==> src/rtl/injector_seq_ctrl_if.sv <==
// Wishbone slave bus bundle for the injector sequencer.
interface injector_seq_ctrl_if;
  logic        wbs_stb_i;
  logic        wbs_cyc_i;
  logic        wbs_we_i;
  logic [3:0]  wbs_sel_i;
  logic [31:0] wbs_adr_i;
  logic [31:0] wbs_dat_i;
  logic        wbs_ack_o;
  logic [31:0] wbs_dat_o;

  modport master (
    output wbs_stb_i, wbs_cyc_i, wbs_we_i, wbs_sel_i, wbs_adr_i, wbs_dat_i,
    input  wbs_ack_o, wbs_dat_o
  );

  modport slave (
    input  wbs_stb_i, wbs_cyc_i, wbs_we_i, wbs_sel_i, wbs_adr_i, wbs_dat_i,
    output wbs_ack_o, wbs_dat_o
  );
endinterface

==> src/rtl/injector_seq_ctrl.sv <==
// Wishbone-programmable SETTLE -> LATCH -> RUN sequencer driving the
// differential charge-injector macro, with looping, abort and completion IRQ.
module injector_seq_ctrl #(
  parameter logic [31:0] BASE_ADDR = 32'h3000_0000,
  parameter int unsigned SETTLE_W  = 8
) (
  input  logic                 clk,
  input  logic                 reset,
  injector_seq_ctrl_if.slave   wb,
  output logic                 inj_enable,
  output logic [3:0]           inj_trim_p,
  output logic [3:0]           inj_trim_n,
  output logic                 inj_latch,
  output logic [31:0]          inj_signal,
  output logic                 irq
);

  localparam int unsigned CNT_W = 16;
  localparam int unsigned OFF_W = 3;

  localparam logic [OFF_W-1:0] OFF_CTRL    = 3'd0;
  localparam logic [OFF_W-1:0] OFF_TRIM    = 3'd1;
  localparam logic [OFF_W-1:0] OFF_PATTERN = 3'd2;
  localparam logic [OFF_W-1:0] OFF_TIMING  = 3'd3;
  localparam logic [OFF_W-1:0] OFF_STATUS  = 3'd4;

  typedef enum logic [1:0] {
    ST_IDLE   = 2'd0,
    ST_SETTLE = 2'd1,
    ST_LATCH  = 2'd2,
    ST_RUN    = 2'd3
  } state_t;

  state_t             state, state_d;
  logic [CNT_W-1:0]   cnt, cnt_d;

  // programmer-visible registers
  logic               ctrl_loop, ctrl_irq_en;
  logic [3:0]         trim_p_r, trim_n_r;
  logic [31:0]        pattern_r;
  logic [SETTLE_W-1:0] settle_r;
  logic [7:0]         latch_w_r;
  logic [15:0]        burst_r;
  logic               done_r;

  // copies frozen at START so the running sequence ignores later writes
  logic [3:0]         sh_trim_p, sh_trim_n;
  logic [31:0]        sh_pattern;
  logic [7:0]         sh_latch_w;
  logic [15:0]        sh_burst;

  logic               req_c, wr_c, ctrl_wr_c, start_c, abort_c, done_clr_c;
  logic               load_shadow_c, done_set_c, done_d, irq_en_d;
  logic [OFF_W-1:0]   off_c;
  logic [31:0]        rd_data_c;
  logic               unused_adr;

  logic               en_d, latch_d, irq_d;
  logic [3:0]         tp_d, tn_d, sh_tp_n, sh_tn_n;
  logic [31:0]        sig_d, sh_pat_n;

  assign req_c      = wb.wbs_cyc_i & wb.wbs_stb_i & ~wb.wbs_ack_o &
                      (wb.wbs_adr_i[31:5] == BASE_ADDR[31:5]);
  assign wr_c       = req_c & wb.wbs_we_i;
  assign off_c      = wb.wbs_adr_i[4:2];
  assign unused_adr = ^wb.wbs_adr_i[1:0];
  assign ctrl_wr_c  = wr_c & (off_c == OFF_CTRL) & wb.wbs_sel_i[0];
  assign start_c    = ctrl_wr_c & wb.wbs_dat_i[0] & ~wb.wbs_dat_i[1];
  assign abort_c    = ctrl_wr_c & wb.wbs_dat_i[1];
  assign done_clr_c = wr_c & (off_c == OFF_STATUS) & wb.wbs_sel_i[0] & wb.wbs_dat_i[1];

  // a completion on the same edge as a W1C keeps DONE set
  assign done_d   = done_set_c | (done_r & ~done_clr_c);
  assign irq_en_d = ctrl_wr_c ? wb.wbs_dat_i[3] : ctrl_irq_en;
  assign irq_d    = done_d & irq_en_d;

  function automatic logic [CNT_W-1:0] latch_load(input logic [7:0] w);
    return (w == 8'd0) ? '0 : CNT_W'(w - 8'd1);
  endfunction

  function automatic logic [CNT_W-1:0] run_load(input logic [15:0] b);
    return (b == 16'd0) ? '0 : CNT_W'(b - 16'd1);
  endfunction

  // register read mux
  always_comb begin
    rd_data_c = '0;
    case (off_c)
      OFF_CTRL:    rd_data_c = {28'd0, ctrl_irq_en, ctrl_loop, 2'b00};
      OFF_TRIM:    rd_data_c = {24'd0, trim_n_r, trim_p_r};
      OFF_PATTERN: rd_data_c = pattern_r;
      OFF_TIMING:  rd_data_c = {burst_r, latch_w_r, 8'(settle_r)};
      OFF_STATUS:  rd_data_c = {28'd0, state, done_r, (state != ST_IDLE)};
      default:     rd_data_c = '0;
    endcase
  end

  // next state, counter and next registered outputs
  always_comb begin
    state_d       = state;
    cnt_d         = cnt;
    load_shadow_c = 1'b0;
    done_set_c    = 1'b0;
    en_d          = 1'b0;
    latch_d       = 1'b0;
    sig_d         = '0;
    tp_d          = '0;
    tn_d          = '0;

    case (state)
      ST_IDLE: begin
        if (start_c) begin
          state_d       = ST_SETTLE;
          cnt_d         = CNT_W'(settle_r);
          load_shadow_c = 1'b1;
        end
      end
      ST_SETTLE: begin
        if (cnt == '0) begin
          state_d = ST_LATCH;
          cnt_d   = latch_load(sh_latch_w);
        end else begin
          cnt_d = cnt - CNT_W'(1);
        end
      end
      ST_LATCH: begin
        if (cnt == '0) begin
          state_d = ST_RUN;
          cnt_d   = run_load(sh_burst);
        end else begin
          cnt_d = cnt - CNT_W'(1);
        end
      end
      ST_RUN: begin
        if (sh_burst == 16'd0) begin
          cnt_d = '0;
        end else if (cnt == '0) begin
          if (ctrl_loop) begin
            state_d = ST_LATCH;
            cnt_d   = latch_load(sh_latch_w);
          end else begin
            state_d    = ST_IDLE;
            done_set_c = 1'b1;
          end
        end else begin
          cnt_d = cnt - CNT_W'(1);
        end
      end
      default: state_d = ST_IDLE;
    endcase

    if (abort_c && (state != ST_IDLE)) begin
      state_d    = ST_IDLE;
      cnt_d      = '0;
      done_set_c = 1'b0;
    end

    sh_tp_n  = load_shadow_c ? trim_p_r  : sh_trim_p;
    sh_tn_n  = load_shadow_c ? trim_n_r  : sh_trim_n;
    sh_pat_n = load_shadow_c ? pattern_r : sh_pattern;

    if (state_d != ST_IDLE) begin
      en_d = 1'b1;
      tp_d = sh_tp_n;
      tn_d = sh_tn_n;
    end
    latch_d = (state_d == ST_LATCH);
    if (state_d == ST_RUN) sig_d = sh_pat_n;
  end

  // sequencer state and injector output flops
  always_ff @(posedge clk) begin
    if (reset) begin
      state      <= ST_IDLE;
      cnt        <= '0;
      inj_enable <= 1'b0;
      inj_latch  <= 1'b0;
      inj_signal <= '0;
      inj_trim_p <= '0;
      inj_trim_n <= '0;
      irq        <= 1'b0;
    end else begin
      state      <= state_d;
      cnt        <= cnt_d;
      inj_enable <= en_d;
      inj_latch  <= latch_d;
      inj_signal <= sig_d;
      inj_trim_p <= tp_d;
      inj_trim_n <= tn_d;
      irq        <= irq_d;
    end
  end

  // register file, shadows and bus response
  always_ff @(posedge clk) begin
    if (reset) begin
      ctrl_loop     <= 1'b0;
      ctrl_irq_en   <= 1'b0;
      trim_p_r      <= '0;
      trim_n_r      <= '0;
      pattern_r     <= '0;
      settle_r      <= '0;
      latch_w_r     <= '0;
      burst_r       <= '0;
      done_r        <= 1'b0;
      sh_trim_p     <= '0;
      sh_trim_n     <= '0;
      sh_pattern    <= '0;
      sh_latch_w    <= '0;
      sh_burst      <= '0;
      wb.wbs_ack_o  <= 1'b0;
      wb.wbs_dat_o  <= '0;
    end else begin
      if (ctrl_wr_c) begin
        ctrl_loop   <= wb.wbs_dat_i[2];
        ctrl_irq_en <= wb.wbs_dat_i[3];
      end
      if (wr_c && (off_c == OFF_TRIM) && wb.wbs_sel_i[0]) begin
        trim_p_r <= wb.wbs_dat_i[3:0];
        trim_n_r <= wb.wbs_dat_i[7:4];
      end
      if (wr_c && (off_c == OFF_PATTERN)) begin
        for (int b = 0; b < 4; b++) begin
          if (wb.wbs_sel_i[b]) pattern_r[8*b +: 8] <= wb.wbs_dat_i[8*b +: 8];
        end
      end
      if (wr_c && (off_c == OFF_TIMING)) begin
        if (wb.wbs_sel_i[0]) settle_r       <= wb.wbs_dat_i[SETTLE_W-1:0];
        if (wb.wbs_sel_i[1]) latch_w_r      <= wb.wbs_dat_i[15:8];
        if (wb.wbs_sel_i[2]) burst_r[7:0]   <= wb.wbs_dat_i[23:16];
        if (wb.wbs_sel_i[3]) burst_r[15:8]  <= wb.wbs_dat_i[31:24];
      end
      done_r <= done_d;
      if (load_shadow_c) begin
        sh_trim_p  <= trim_p_r;
        sh_trim_n  <= trim_n_r;
        sh_pattern <= pattern_r;
        sh_latch_w <= latch_w_r;
        sh_burst   <= burst_r;
      end
      wb.wbs_ack_o <= req_c;
      wb.wbs_dat_o <= (req_c && !wb.wbs_we_i) ? rd_data_c : '0;
    end
  end

endmodule

==> src/flat_wrapper.sv <==
// flat-port wrapper written by rule: the top's interface ports become plain ports
module injector_seq_ctrl_flat 
#(
  parameter logic [31:0] BASE_ADDR = 32'h3000_0000,
  parameter int unsigned SETTLE_W  = 8
)
  (clk, reset, inj_enable, inj_trim_p, inj_trim_n, inj_latch, inj_signal, irq, wb_wbs_stb_i, wb_wbs_cyc_i, wb_wbs_we_i, wb_wbs_sel_i, wb_wbs_adr_i, wb_wbs_dat_i, wb_wbs_ack_o, wb_wbs_dat_o);
  injector_seq_ctrl_if wb_i ();
  input  logic clk;
  input  logic reset;
  output logic inj_enable;
  output logic [3:0] inj_trim_p;
  output logic [3:0] inj_trim_n;
  output logic inj_latch;
  output logic [31:0] inj_signal;
  output logic irq;
  input wire logic [$bits(wb_i.wbs_stb_i)-1:0] wb_wbs_stb_i;
  input wire logic [$bits(wb_i.wbs_cyc_i)-1:0] wb_wbs_cyc_i;
  input wire logic [$bits(wb_i.wbs_we_i)-1:0] wb_wbs_we_i;
  input wire logic [$bits(wb_i.wbs_sel_i)-1:0] wb_wbs_sel_i;
  input wire logic [$bits(wb_i.wbs_adr_i)-1:0] wb_wbs_adr_i;
  input wire logic [$bits(wb_i.wbs_dat_i)-1:0] wb_wbs_dat_i;
  output wire logic [$bits(wb_i.wbs_ack_o)-1:0] wb_wbs_ack_o;
  output wire logic [$bits(wb_i.wbs_dat_o)-1:0] wb_wbs_dat_o;
  assign wb_i.wbs_stb_i = wb_wbs_stb_i;
  assign wb_i.wbs_cyc_i = wb_wbs_cyc_i;
  assign wb_i.wbs_we_i = wb_wbs_we_i;
  assign wb_i.wbs_sel_i = wb_wbs_sel_i;
  assign wb_i.wbs_adr_i = wb_wbs_adr_i;
  assign wb_i.wbs_dat_i = wb_wbs_dat_i;
  assign wb_wbs_ack_o = wb_i.wbs_ack_o;
  assign wb_wbs_dat_o = wb_i.wbs_dat_o;
  injector_seq_ctrl #(.BASE_ADDR(BASE_ADDR), .SETTLE_W(SETTLE_W)) u_core (.clk(clk), .reset(reset), .wb(wb_i), .inj_enable(inj_enable), .inj_trim_p(inj_trim_p), .inj_trim_n(inj_trim_n), .inj_latch(inj_latch), .inj_signal(inj_signal), .irq(irq));
endmodule
==> config.mk <==
export PLATFORM = sky130hd
export DESIGN_NAME = injector_seq_ctrl_flat
export DESIGN_NICKNAME = d
export VERILOG_FILES = /design/src/rtl/injector_seq_ctrl_if.sv /design/src/rtl/injector_seq_ctrl.sv /design/src/flat_wrapper.sv
export SDC_FILE = /design/constraint.sdc
export NUM_CORES = 1
export LEC_CHECK = 0
export ABC_CLOCK_PERIOD_IN_PS = 4800
export CORE_MARGIN = 1
export CORE_UTILIZATION = 40
export DETAILED_ROUTE_END_ITERATION = 6
export GPL_TIMING_DRIVEN = 0
export PLACE_DENSITY_LB_ADDON = 0.15
export SETUP_SLACK_MARGIN = 0.5
export SLEW_MARGIN = 40
export SYNTH_ARGS = -nofsm -noshare
export SYNTH_HDL_FRONTEND = slang
export SYNTH_SLANG_ARGS = --single-unit
==> constraint.sdc <==
create_clock -name clk -period 4.8 [get_ports clk]
set_input_delay 0.96 -clock clk [delete_from_list [all_inputs] [get_ports clk]]
set_output_delay 0.96 -clock clk [all_outputs]
set_load 0.03 [all_outputs]
**Word-level counts from Yosys, hierarchy flattened**

Index checks and enable logic that the tools add are counted.

- Word-level logic and storage cells: 121
- Output and inout port bits: 76
- Flip-flop bits (word level): 233

- Add/sub/neg operators: 3
- Reductions and logical operators: 27
- Eq/ne operators: 12
- Mux-type cells: 30
- Bitwise gates (word level): 21

Operator list:

| operator | number |
|---|---|
| $pmux W32 S5 | 1 |
| $mux W16 | 8 |
| $pmux W16 S4 | 1 |
| $logic_not A16 Y1 | 2 |
| $mux W32 | 1 |
| $sub A16 B1 Y16 const B | 2 |
| $eq A27 B25 Y1 const B | 1 |
| $reduce_and A2 Y1 | 9 |
| $and A1 B1 Y1 | 14 |
| $mux W2 | 7 |
| $mux W1 | 9 |
| $sub A8 B1 Y9 const B | 1 |
| $eq A2 B2 Y1 const B | 4 |
| $logic_not A8 Y1 | 1 |
| $mux W4 | 2 |
| $pmux W2 S4 | 1 |
| $reduce_or A2 Y1 | 4 |
| $eq A3 B2 Y1 const B | 2 |
| $logic_and A1 B1 Y1 | 6 |
| $not A1 Y1 | 6 |
| $ne A4 B3 Y1 const B | 1 |
| $reduce_bool A2 Y1 | 2 |
| $eq A3 B1 Y1 const B | 1 |
| $eq A3 B3 Y1 const B | 1 |
| 6 further kinds | 6 |

**Depth between registers and ports, before layout**

Gate-level depths: netlist of the first run.

- Depth in word-level cells: 14
- Depth in mapped cells: 10
- Gate-level depth less buffers: 8

**Worst setup path before layout of the first run**

Ideal clock, no wire load.

- Path kind: input port to flip-flop
- From: input port wb_wbs_adr_i[18]
- To: register u_core.sh_pattern[26]
- Path buffers: 3
- Slack: 1.837 ns
- Data arrival time: 2.836 ns
- Required time: 4.672 ns
- Library setup time: 0.128 ns
- Stages: 9
- Cell sequence: nor4b_1 > nand4_1 > and4b_1 > clkbuf_1 > nand2_1 > clkbuf_1 > buf_1 > mux2i_1 > nor2_1

- Word-level cells in the longest chain between the ends: 10

RTL lines:

| item | RTL line | source |
|---|---|---|
| from (decl) | flat_wrapper.sv:21 | `input wire logic [$bits(wb_i.wbs_adr_i)-1:0] wb_wbs_adr_i;` |
| $eq A27 B25 Y1 | injector_seq_ctrl.sv:63 | `(wb.wbs_adr_i[31:5] == BASE_ADDR[31:5]);` |
| $and A1 B1 Y1 | injector_seq_ctrl.sv:62 | `assign req_c = wb.wbs_cyc_i & wb.wbs_stb_i & ~wb.wbs_ack_o &` |
| $and A1 B1 Y1 | injector_seq_ctrl.sv:64 | `assign wr_c = req_c & wb.wbs_we_i;` |
| $and A1 B1 Y1 (2 in series) | injector_seq_ctrl.sv:67 | `assign ctrl_wr_c = wr_c & (off_c == OFF_CTRL) & wb.wbs_sel_i[0];` |
| $and A1 B1 Y1 (2 in series) | injector_seq_ctrl.sv:68 | `assign start_c = ctrl_wr_c & wb.wbs_dat_i[0] & ~wb.wbs_dat_i[1];` |
| $mux W1 | injector_seq_ctrl.sv:112 | `if (start_c) begin` |
| $mux W1 | injector_seq_ctrl.sv:110 | `case (state)` |
| $mux W32 | - |  |
| to (signal assigned) | injector_seq_ctrl.sv:237 | `sh_pattern <= pattern_r;` |
| to (decl) | injector_seq_ctrl.sv:48 | `logic [31:0] sh_pattern;` |

Every way passes these cells.
A chain may end at the register's enable or synchronous reset.

**Worst setup path after layout of the first run**

- From: input port wb_wbs_adr_i[18]
- To: register u_core.sh_pattern[29]

The elaborated chain is that of the path after synthesis.

==> metrics.csv, run 1 <==
stage,metric,value,unit
run_status,status,"complete, no violations",
cells_and_area,fillers,2204,
cells_and_area,nNetsFinal,1347,
synth,ys_seq_area_share,49.61,%
synth,synth_edf_count,0,
sta,rsz0062_at_grt,no,
clock_network,postCtsSetupBuffers,0,
place,place_inst,1554,
synth,syn-cell-area,9403,sq um
critical_path,critPathSlowestCell,buf_1,
route,viasPerCell,5.241,
grt,grt_usage,22.34,%
die,chipHeight,155.3,um
sta,skew,13.27,ps
grt,grt_pass1_vias,8001,
synth,yosysWarnings,0,
die,initial_core_util,41.16,%
power,power_density,454.0,nW/um^2
die,die-area,24120,sq um
route,vias,8391,
place,routabilityCongestion,0.9012,
route,wl,27.10,mm
grt,grt_pass1_wl,43.02,mm
sta,max-slew-margin-rel,45.49,%
clock_network,clock_path_buffers,3,
critical_path,critPathLaunchType,input port,
grt,antenna_found_initial,0,
critical_path,rrSetupSlack,1170,ps
clock_network,clkTransAtPathRegs,60,ps
worst_hold_path,hold_path_class,flip-flop to flip-flop,
critical_path,crit_top_cell,clkbuf_1,
sta,post-route-period-util,76.56,%
synth,postSynthAreaPerCell,8.556,sq um
grt,grt_max_degree,14,
place,dpl.hpwl,20.00,mm
sta,drv_slew,0,
die,row_count,55,
route,wl_per_cell,16.93,um
critical_path,reg2reg_to,u_core.inj_signal[11],
die,core_area,22850,sq um
worst_hold_path,min_from,u_core.burst_r[10],
sta,worstMarginPinSlew,817.6,ps
power,max-vdd-ir-drop,0.0002669,V
synth,syn_nets,1177,
clock_network,cts_root_buf,clkbuf_16,
place,dp_slack,515.7,ps
sta,final.setup.tns,0,ps
clock_network,numCtsBuffers,26,
critical_path,critPathArrivalTime,4050,ps
run,drv_cap,0,
cells_and_area,multi_input_area,4388,sq um
cells_and_area,regArea,4664,sq um
synth,synth_seq_cells,233,
sta,fin_ws,1125,ps
sta,clock.fmax,272.1,MHz
clock_network,cts_sinks,233,
critical_path,crit_chain,clkdlybuf4s50_1 -> nor4b_1 -> nand4_1 -> and4b_1 -> clkbuf_1 -> nand2_1 -> clkbuf_1 -> buf_1 -> mux2i_1 -> nor2_1,
synth,synthCells,1099,
clock_network,hold_buffers,0,
critical_path,r2r-start,u_core.cnt[0],
die,pin_count,149,
clock_network,cts_tree,built,
cells_and_area,drive_above_1_share,5.978,%
power,p_leak,4.454,nW
cells_and_area,diodes,0,
cells_and_area,finalNonFillerCells,1601,
route,drtAntennaViolNets,0,
critical_path,cp_num_buf_inv,4,
critical_path,path_class,input port to flip-flop,
clock_network,post_cts_resized,0,
route,drc,0,
route,drt-initial-drc-count,618,
place,port-buffer-count,142,
critical_path,slowest_delay,430,ps
worst_hold_path,min_path_cells,2,
die,die_width,155.3,um
sta,finalSetupViolCount,0,
synth,synthFlopType,dfxtp_1,
synth,synthDistinctLibCells,71,
critical_path,critical_path.top_delay_family,buffers and inverters,
cells_and_area,layout-area-overhead-vs-synth,28.76,%
sta,fin_crit,3675,ps
critical_path,crit_fanout,10,
route,drt_pass1_iterations,6,
sta,hold_viol_final,0,
clock_network,insertion_delay,530,ps
critical_path,crit_path_end_kind,flip-flop,
worst_hold_path,holdPathEnd,u_core.sh_burst[10],
critical_path,reg2reg_depth,10,
critical_path,cp_data_required_time,5180,ps
grt,overflow,0,
synth,async_flop_share,0,%
clock_network,h-tree-depth,1,
-- placed cells by master (no fill, tap or decap), types with 4 or more instances in the layout --
cell and n:
a21oi_1 116, a22oi_1 29, a31oi_1 5, a32o_1 9, and3_1 11, buf_2 9, clkbuf_1 65, clkbuf_16 27
clkbuf_8 6, clkdlybuf4s50_1 142, dfxtp_1 233, ha_1 5, inv_1 13, mux2_2 7, mux2i_1 44, nand2_1 215
nand3_1 16, nand4_1 4, nor2_1 135, nor2b_1 7, nor3_1 25, nor3b_1 4, nor4_1 14, o21ai_0 24
o22ai_1 4, o31ai_1 6, or3_1 8, or4_1 8, xnor2_1 13, xor2_1 8
-- cell families after synthesis --
kind of cell	share of synthesized area [%]
DFF	49.61
muxes	6.001
buffers and inverters	3.832
xor gates and xnor gates	1.956
AOI/OAI and AO/OA	15.08
adders and majority gates	0.6653
and+or+nand+nor	22.86
-- state kept, by name, summed over array words and instances, names as in the netlist, 2 cells and up --
signal,flops
u_core.sh_pattern,32
u_core.state,2
u_core.wb.wbs_dat_o,32
u_core.settle_r,8
u_core.sh_burst,16
u_core.burst_r,16
u_core.trim_n_r,4
u_core.latch_w_r,8
u_core.sh_trim_n,4
u_core.inj_trim_p,4
u_core.sh_trim_p,4
u_core.sh_latch_w,8
u_core.trim_p_r,4
u_core.inj_trim_n,4
u_core.inj_signal,32
u_core.pattern_r,32
u_core.cnt,16
-- worst reg2reg max path: cells and delay by family (launching register included) --
kind	cells	cell delay (ps)
adder cells (fa/ha/maj)	1	190
buffers and inverters	3	660
AND/OR/NAND/NOR	6	2310
flip-flops	1	370
-- report_power, final --
part           switching [W]  leakage, nW  total, W  internal [W]
clock network       0.000792        0.432   0.00202       0.00123
registers          0.0000365         1.88   0.00201       0.00197
logic               0.000940         2.15   0.00147      0.000527
-- metal layers --
| layer | global-route usage [%] | up-vias | wire (um) |
|---|---|---|---|
| li1 | - | 4152 | - |
| met1 | 30.73 | 3912 | 12310 |
| met2 | 36.49 | 290 | 12440 |
| met3 | 3.538 | 37 | 1836 |
| met4 | 5.509 | 0 | 515 |
| met5 | 0 | - | 0 |
-- synth_stat cells (all sizes together), types with 8 or more instances --
cell type	number	share of area [%]
nor2	136	5.5
or3	8	0.53
a32o	9	0.96
nand2	215	8.6
nand3	16	0.85
or4	8	0.64
and3	11	0.73
mux2i	44	4.7
xnor2	13	1.2
nor3	25	1.3
a22oi	29	2.3
xor2	8	0.75
dfxtp	233	50
inv	13	0.52
clkbuf	59	2.4
o21ai	24	1.3
a21oi	116	6.2
nor4	17	1.5
buf	15	0.92
-- per-stage QoR --
step	hold WS (ps)	area (sq um)	util, %	power, W
floorplan	437.9	9403	-	0.003046
global placement	456.0	11220	49.09	0.003481
detailed placement	462.3	11220	49.11	0.003481
CTS	465.5	12100	52.97	0.005508
global route	493.6	12110	52.99	0.005758
finish	461.6	12110	52.99	0.005496
-- worst max path at each step --
stage / from / endpoint / depth (start not counted) / slack, ps
3_3_place_gp: wb_wbs_adr_i[18] / u_core.sh_pattern[29] / 10 / 620
4_1_cts: wb_wbs_adr_i[18] / u_core.sh_pattern[29] / 10 / 1060
6_report: wb_wbs_adr_i[18] / u_core.sh_pattern[29] / 10 / 1130
3_5_place_dp: wb_wbs_adr_i[18] / u_core.sh_pattern[29] / 10 / 520
5_1_grt: wb_wbs_adr_i[18] / u_core.sh_pattern[29] / 10 / 900
2_1_floorplan: wb_wbs_adr_i[18] / u_core.sh_pattern[26] / 9 / 1840
-- area by class of cell --
type                            count  share of cell area, %
Tap cell                          313                  3.235
Sequential cell                   233                  38.53
Inverter                           14                 0.4341
Clock buffer                       39                  6.449
Clock inverter                      8                 0.8268
Buffer                             74                  2.542
Timing Repair Buffer              142                  11.74
Multi-Input combinational cell    778                  36.24
Note: power is estimated with default switching activity, not from simulation.
==> run 2, diff against run 1 <==
ABC_CLOCK_PERIOD_IN_PS = 3000   (was 4800)
clock period = 3 ns   (was 4.8 ns; I/O delays follow)
==> run 2 against run 1 <==
Effect of this change:
- global-route usage is 0.32 points higher
- clock power grew 48%
- final cell count up 1.7%
- clock skew up 2.5 ps
- utilization grew 2.7 points
- critical path depth decreased by 2
- highest routed layer unchanged
- total power up 68%
- count of clock-buffer cells in the layout fell by 2
- die area is the same
- largest cell class unchanged
- final area up 5.1%
==> metrics.csv, run 2 (synthesis gave the netlist of run 1 again) <==
stage,metric,value,unit,change
cells_and_area,layout-area-overhead-vs-synth,35.34,%,
grt,antenna_found_initial,0,,unchanged
clock_network,clkTransAtPathRegs,60,ps,about the same
critical_path,critical_path.top_delay_family,simple AND/OR/NAND/NOR gates,,
die,pin_count,149,,unchanged
sta,fin_crit,2481,ps,
critical_path,crit_start,u_core.cnt[2],,
cells_and_area,mostFrequentLayoutCells,"dfxtp_1, nand2_1, nor2_1",,
sta,post-route-period-util,82.71,%,
sta,drv_slew,0,,unchanged
run,drv_cap,0,,unchanged
die,row_count,55,,unchanged
die,die_width,155.3,um,unchanged
clock_network,cts_root_buf,clkbuf_16,,
route,drc,0,,unchanged
critical_path,reg2reg_depth,8,,-2
die,chipHeight,155.3,um,unchanged
route,drt-initial-drc-count,666,,+7.8%
critical_path,cp_data_required_time,3450,ps,-1730 ps
worst_hold_path,hold_path_class,input port to flip-flop,,
power,power_density,725.6,nW/um^2,+60%
cells_and_area,drive_above_1_share,13.07,%,+7.1 points
place,port-buffer-count,142,,unchanged
sta,max-slew-margin-rel,51.89,%,+6.4 points
critical_path,slowest_delay,560,ps,+130 ps
critical_path,critPathArrivalTime,2930,ps,-1120 ps
grt,grt_pass1_wl,43.31,mm,+0.67%
clock_network,cts_tree,built,,
cells_and_area,final_common_cell,dfxtp_1,,
critical_path,crit_chain,buf_2 -> nor4_1 -> nand4b_4 -> buf_6 -> or3_1 -> o2bb2ai_1 -> or3b_1 -> a21oi_1,,
place,dpl.hpwl,19.98,mm,about the same
sta,skew,15.80,ps,+2.537 ps
die,die-area,24120,sq um,unchanged
sta,fin_ws,518.6,ps,-606.4 ps
cells_and_area,nNetsFinal,1376,,+2.2%
sta,worstMarginPinSlew,721.6,ps,-96.02 ps
critical_path,path_class,flip-flop to flip-flop,,
grt,grt_pass1_vias,8139,,+1.7%
route,drtAntennaViolNets,0,,unchanged
clock_network,clock_path_buffers,3,,unchanged
power,p_leak,4.890,nW,+9.8%
critical_path,r2r-start,u_core.cnt[2],,
clock_network,hold_buffers,0,,unchanged
critical_path,cp_num_buf_inv,2,,-2
die,core_area,22850,sq um,unchanged
critical_path,path_depth,8,,-2
place,dp_slack,-558.8,ps,-1074 ps
route,drt_pass1_iterations,5,,-1
sta,finalSetupViolCount,0,,unchanged
power,max-vdd-ir-drop,0.0005905,V,+120%
route,wl_per_cell,17.23,um,+1.8%
critical_path,rrSetupSlack,520,ps,-650 ps
grt,overflow,0,,unchanged
sta,hold_viol_final,0,,unchanged
critical_path,critPathLaunchType,flip-flop,,
grt,grt_usage,22.66,%,+0.32 points
critical_path,crit_path_end_kind,flip-flop,,
sta,clock.fmax,403.0,MHz,
route,vias,8615,,+2.7%
clock_network,insertion_delay,520,ps,about the same
power,total_power,0.009233,W,+68%
route,viasPerCell,5.289,,+0.90%
critical_path,crit_fanout,8,,-2
grt,grt_max_degree,14,,unchanged
critical_path,setup.worst_path.end,u_core.cnt[2],,
clock_network,h-tree-depth,1,,unchanged
place,routabilityCongestion,0.8919,,-1.0%
die,initial_core_util,41.16,%,unchanged
sta,rsz0062_at_grt,yes,,
cells_and_area,diodes,0,,unchanged
clock_network,numCtsBuffers,25,,-3.8%
critical_path,critPathSlowestCell,nor4_1,,
route,wl,28.06,mm,+3.6%
critical_path,reg2reg_to,u_core.cnt[2],,
run_status,status,"complete, no violations",,
clock_network,cts_sinks,233,,unchanged
[run 2: cell types whose count changed in the layout (fill, tap and decap cells not counted), moves of 9 or more]
cell	delta
clkdlybuf4s50_1	-20
buf_4	+28
dlymetal6s2s_1	+19
clkbuf_1	-18
clkbuf_2	+13
buf_6	+9
[run 2: final cells by class]
cell class | instances | area, sq um
fillers | 2166 | 10120
flip-flops and latches | 233 | 4678
multi-input cells | 778 | 4678
repair buffers | 172 | 1725
clock buffers | 37 | 720.7
plain buffers | 74 | 395.4
well taps | 313 | 391.6
clock inverters | 8 | 72.57
inverters | 14 | 63.81
[run 2: how the worst min path moves through the flow]
stage	startpoint	end	slack, ps	cells after the start
floorplan	u_core.settle_r[5]	u_core.settle_r[5]	440	2
CTS	wb_wbs_dat_i[1]	u_core.pattern_r[1]	380	3
global placement	u_core.burst_r[10]	u_core.burst_r[10]	460	2
global route	wb_wbs_dat_i[1]	u_core.pattern_r[1]	390	3
finish	wb_wbs_dat_i[1]	u_core.pattern_r[1]	400	3
detailed placement	u_core.pattern_r[19]	u_core.pattern_r[19]	460	2
[run 2: through the flow]
stage / hold slack [ps] / cell area [sq um] / util, % / instances / TNS (ps)
6_report: 401.2 / 12730 / 55.70 / 1629 / 0
5_1_grt: 386.3 / 12730 / 55.70 / 1629 / 0
4_1_cts: 383.4 / 12360 / 54.10 / 1614 / 0
3_5_place_dp: 460.6 / 11230 / 49.15 / 1554 / -76730
3_3_place_gp: 455.9 / 11230 / 49.15 / 1554 / -77750
2_1_floorplan: 437.9 / 9415 / - / 1099 / 0
[run 2: repair_timing]
item,4_1_cts,5_1_grt
setup endpoints to repair,220,206
gates resized for setup,65,81
pin swaps,13,22
setup buffers,15,14
gates cloned,0,1
hold endpoints to repair,0,0
[run 2: worst register-to-register path, stage by stage, from the launching register on]
cell,delay [ps]
dfxtp_1,300
buf_2,170
nor4_1,560
nand4b_4,210
buf_6,180
or3_1,380
o2bb2ai_1,130
or3b_1,350
a21oi_1,150
[run 2: layer usage]
metal | share of wire, % | vias to the layer above | GRT usage, %
li1 | - | 4220 | -
met1 | 45 | 4024 | 30.61
met2 | 46 | 322 | 36.98
met3 | 7.0 | 49 | 3.649
met4 | 2.2 | 0 | 7.049
met5 | 0 | - | 0
[run 2: power breakdown]
part           switching [W]  internal (W)  leakage, nW  total [W]
logic                0.00173       0.00129         2.61    0.00303
registers          0.0000657       0.00316         1.88    0.00322
clock network        0.00123       0.00175        0.395    0.00298
total                0.00303       0.00620         4.89    0.00923
==> run 3, diff against run 2 <==
ABC_CLOCK_PERIOD_IN_PS = 2050   (was 3000)
clock period = 2.05 ns   (was 3 ns; I/O delays follow)
==> run 3 against run 2 <==
Effect of this change:
- the run now ends with setup timing left
- critical path depth grew 2
- via count up 8.9%
- first-iteration DRC count up 0.75%
- wire length rose by 19%
- count of clock-buffer cells in the layout shrank 5
- clock power grew 61%
- combinational power increased by 90%
- total power grew 65%
- utilization increased by 15 points
- die area stayed put
- critical path type unchanged
- critical endpoint is now u_core.inj_signal[3]
- largest cell class is now multi-input combinational cells
==> metrics.csv, run 3 (synthesis gave the netlist of run 1 again) <==
stage,metric,value,unit,change
sta,hold_viol_final,0,,unchanged
route,viasPerCell,5.532,,+4.6%
cells_and_area,mostFrequentLayoutCells,"dfxtp_1, nand2_1, a21oi_2",,
run_status,status,"complete, but fails checks",,
worst_hold_path,hold_path_class,input port to flip-flop,,
cells_and_area,diodes,0,,unchanged
place,routabilityCongestion,0.8959,,+0.45%
critical_path,critPathLaunchType,flip-flop,,
critical_path,cp_num_buf_inv,4,,+2
clock_network,h-tree-depth,1,,unchanged
cells_and_area,nNetsFinal,1442,,+4.8%
critical_path,reg2reg_depth,10,,+2
die,die-area,24120,sq um,unchanged
route,drc,0,,unchanged
critical_path,crit_chain,or4_4 -> buf_6 -> nand4b_4 -> nand2_2 -> o21ai_1 -> or4_4 -> buf_12 -> buf_12 -> clkbuf_16 -> nor2_1,,
grt,grt_pass1_wl,49.55,mm,+14%
power,p_leak,6.401,nW,+31%
critical_path,path_class,flip-flop to flip-flop,,
sta,fin_crit,2453,ps,-28.31 ps
critical_path,critPathArrivalTime,2930,ps,about the same
route,drtAntennaViolNets,0,,unchanged
die,core_area,22850,sq um,unchanged
cells_and_area,drive_above_1_share,48.23,%,+35 points
critical_path,path_depth,10,,+2
clock_network,cts_sinks,233,,unchanged
critical_path,critical_path.top_delay_family,simple AND/OR/NAND/NOR gates,,
place,dpl.hpwl,20.26,mm,+1.4%
place,dp_slack,-1164,ps,-604.9 ps
cells_and_area,final_util,70.45,%,+15 points
route,drt-initial-drc-count,671,,+0.75%
sta,clock.fmax,407.7,MHz,+1.2%
critical_path,crit_fanout,6,,-2
grt,grt_usage,26.09,%,+3.4 points
sta,max-slew-margin-rel,38.05,%,-14 points
route,wl_per_cell,19.71,um,+14%
die,pin_count,149,,unchanged
sta,skew,24.93,ps,+9.124 ps
place,port-buffer-count,142,,unchanged
cells_and_area,layout-area-overhead-vs-synth,71.18,%,
run,drv_cap,0,,unchanged
power,power_density,947.9,nW/um^2,+31%
power,max-vdd-ir-drop,0.0007487,V,+27%
critical_path,crit_path_end_kind,flip-flop,,
clock_network,insertion_delay,540,ps,+20 ps
grt,grt_pass1_vias,9151,,+12%
die,chipHeight,155.3,um,unchanged
grt,antenna_found_initial,0,,unchanged
cells_and_area,regArea,4678,sq um,unchanged
sta,rsz0062_at_grt,yes,,
critical_path,cp_data_required_time,2520,ps,-930 ps
cells_and_area,final_common_cell,dfxtp_1,,
run_status,violations,setup timing,,
sta,post-route-period-util,119.7,%,+37 points
route,wl,33.43,mm,+19%
cells_and_area,fillers,1600,,-26%
sta,worstMarginPinSlew,929.3,ps,+207.7 ps
clock_network,cts_root_buf,clkbuf_16,,
die,row_count,55,,unchanged
sta,finalSetupViolCount,64,,+64
sta,drv_slew,0,,unchanged
route,vias,9383,,+8.9%
critical_path,critPathSlowestCell,or4_4,,
grt,grt_max_degree,15,,+1
clock_network,clock_path_buffers,3,,unchanged
route,drt_pass1_iterations,5,,unchanged
cells_and_area,finalNonFillerCells,1696,,+4.1%
worst_hold_path,min_path_cells,3,,unchanged
clock_network,clkTransAtPathRegs,60,ps,about the same
clock_network,numCtsBuffers,25,,unchanged
die,die_width,155.3,um,unchanged
clock_network,hold_buffers,0,,unchanged
sta,fin_ws,-403.1,ps,-921.7 ps
critical_path,slowest_delay,520,ps,-40 ps
die,initial_core_util,41.16,%,unchanged
clock_network,cts_tree,built,,
place,place_inst,1554,,unchanged
grt,overflow,0,,unchanged
cells_and_area,multi_input_area,6869,sq um,+47%
==> run 3: cell count changes in the layout (fill, tap and decap cells not counted), moves of 57 or more <==
cell	delta
nor2_1	-63
nand2_1	-111
clkdlybuf4s50_1	-82
a21oi_2	+84
a21oi_1	-84
nand2_2	+57
==> run 3: worst register-to-register path, delay by kind of cell (launching register included) <==
kind	cells	cell delay [ps]
DFF	1	320
and+or+nand+nor	5	1390
AOI/OAI and AO/OA	1	60
buffers and inverters	4	620
==> run 3: path summary, 6_finish.rpt <==
path | end | slack, ps | startpoint
max | u_core.inj_signal[3] | -400 | u_core.cnt[13]
min | u_core.settle_r[1] | 200 | wb_wbs_dat_i[1]
max reg2reg | u_core.inj_signal[3] | -400 | u_core.cnt[13]
min reg2reg | u_core.sh_latch_w[1] | 480 | u_core.latch_w_r[1]
==> run 3: layout make-up <==
type / count / area share (%)
buffer: 74 / 5.519
clock buffer: 32 / 4.237
clock inverter: 14 / 1.158
inverter: 14 / 0.4042
multi-input combinational: 778 / 42.68
sequential: 233 / 29.07
tap: 313 / 2.433
timing repair buffer: 238 / 14.51
==> run 3: metrics by stage <==
| stage | hold slack [ps] | area (sq um) | power (W) | TNS (ps) |
|---|---|---|---|---|
| 6_report | 201.3 | 16100 | 0.01526 | -15070 |
| 2_1_floorplan | 437.9 | 9742 | 0.007474 | -9367 |
| 5_1_grt | 189.3 | 16100 | 0.01578 | -23490 |
| 3_5_place_dp | 459.8 | 11550 | 0.008503 | -198140 |
| 4_1_cts | 184.3 | 14870 | 0.01447 | -16360 |
| 3_3_place_gp | 455.7 | 11550 | 0.008527 | -198350 |
==> run 3: what timing repair did <==
item,in CTS,in global routing
setup endpoints to repair,308,272
buffers inserted,58,23
cloned,13,2
resized for setup,641,351
pin swaps,173,84
==> run 3: layer usage <==
metal | GRT usage [%] | routed length, um | share of wire [%]
met4 | 9.244 | 1179 | 3.5
met5 | 0 | 0 | 0
met1 | 33.98 | 13880 | 42
met2 | 43.24 | 16110 | 48
met3 | 4.763 | 2256 | 6.7
==> run 3: power breakdown <==
part / total [W] / internal [W] / switching (W)
Combinational: 0.00575 / 0.00260 / 0.00315
Clock: 0.00479 / 0.00287 / 0.00192
Sequential: 0.00471 / 0.00462 / 0.0000975
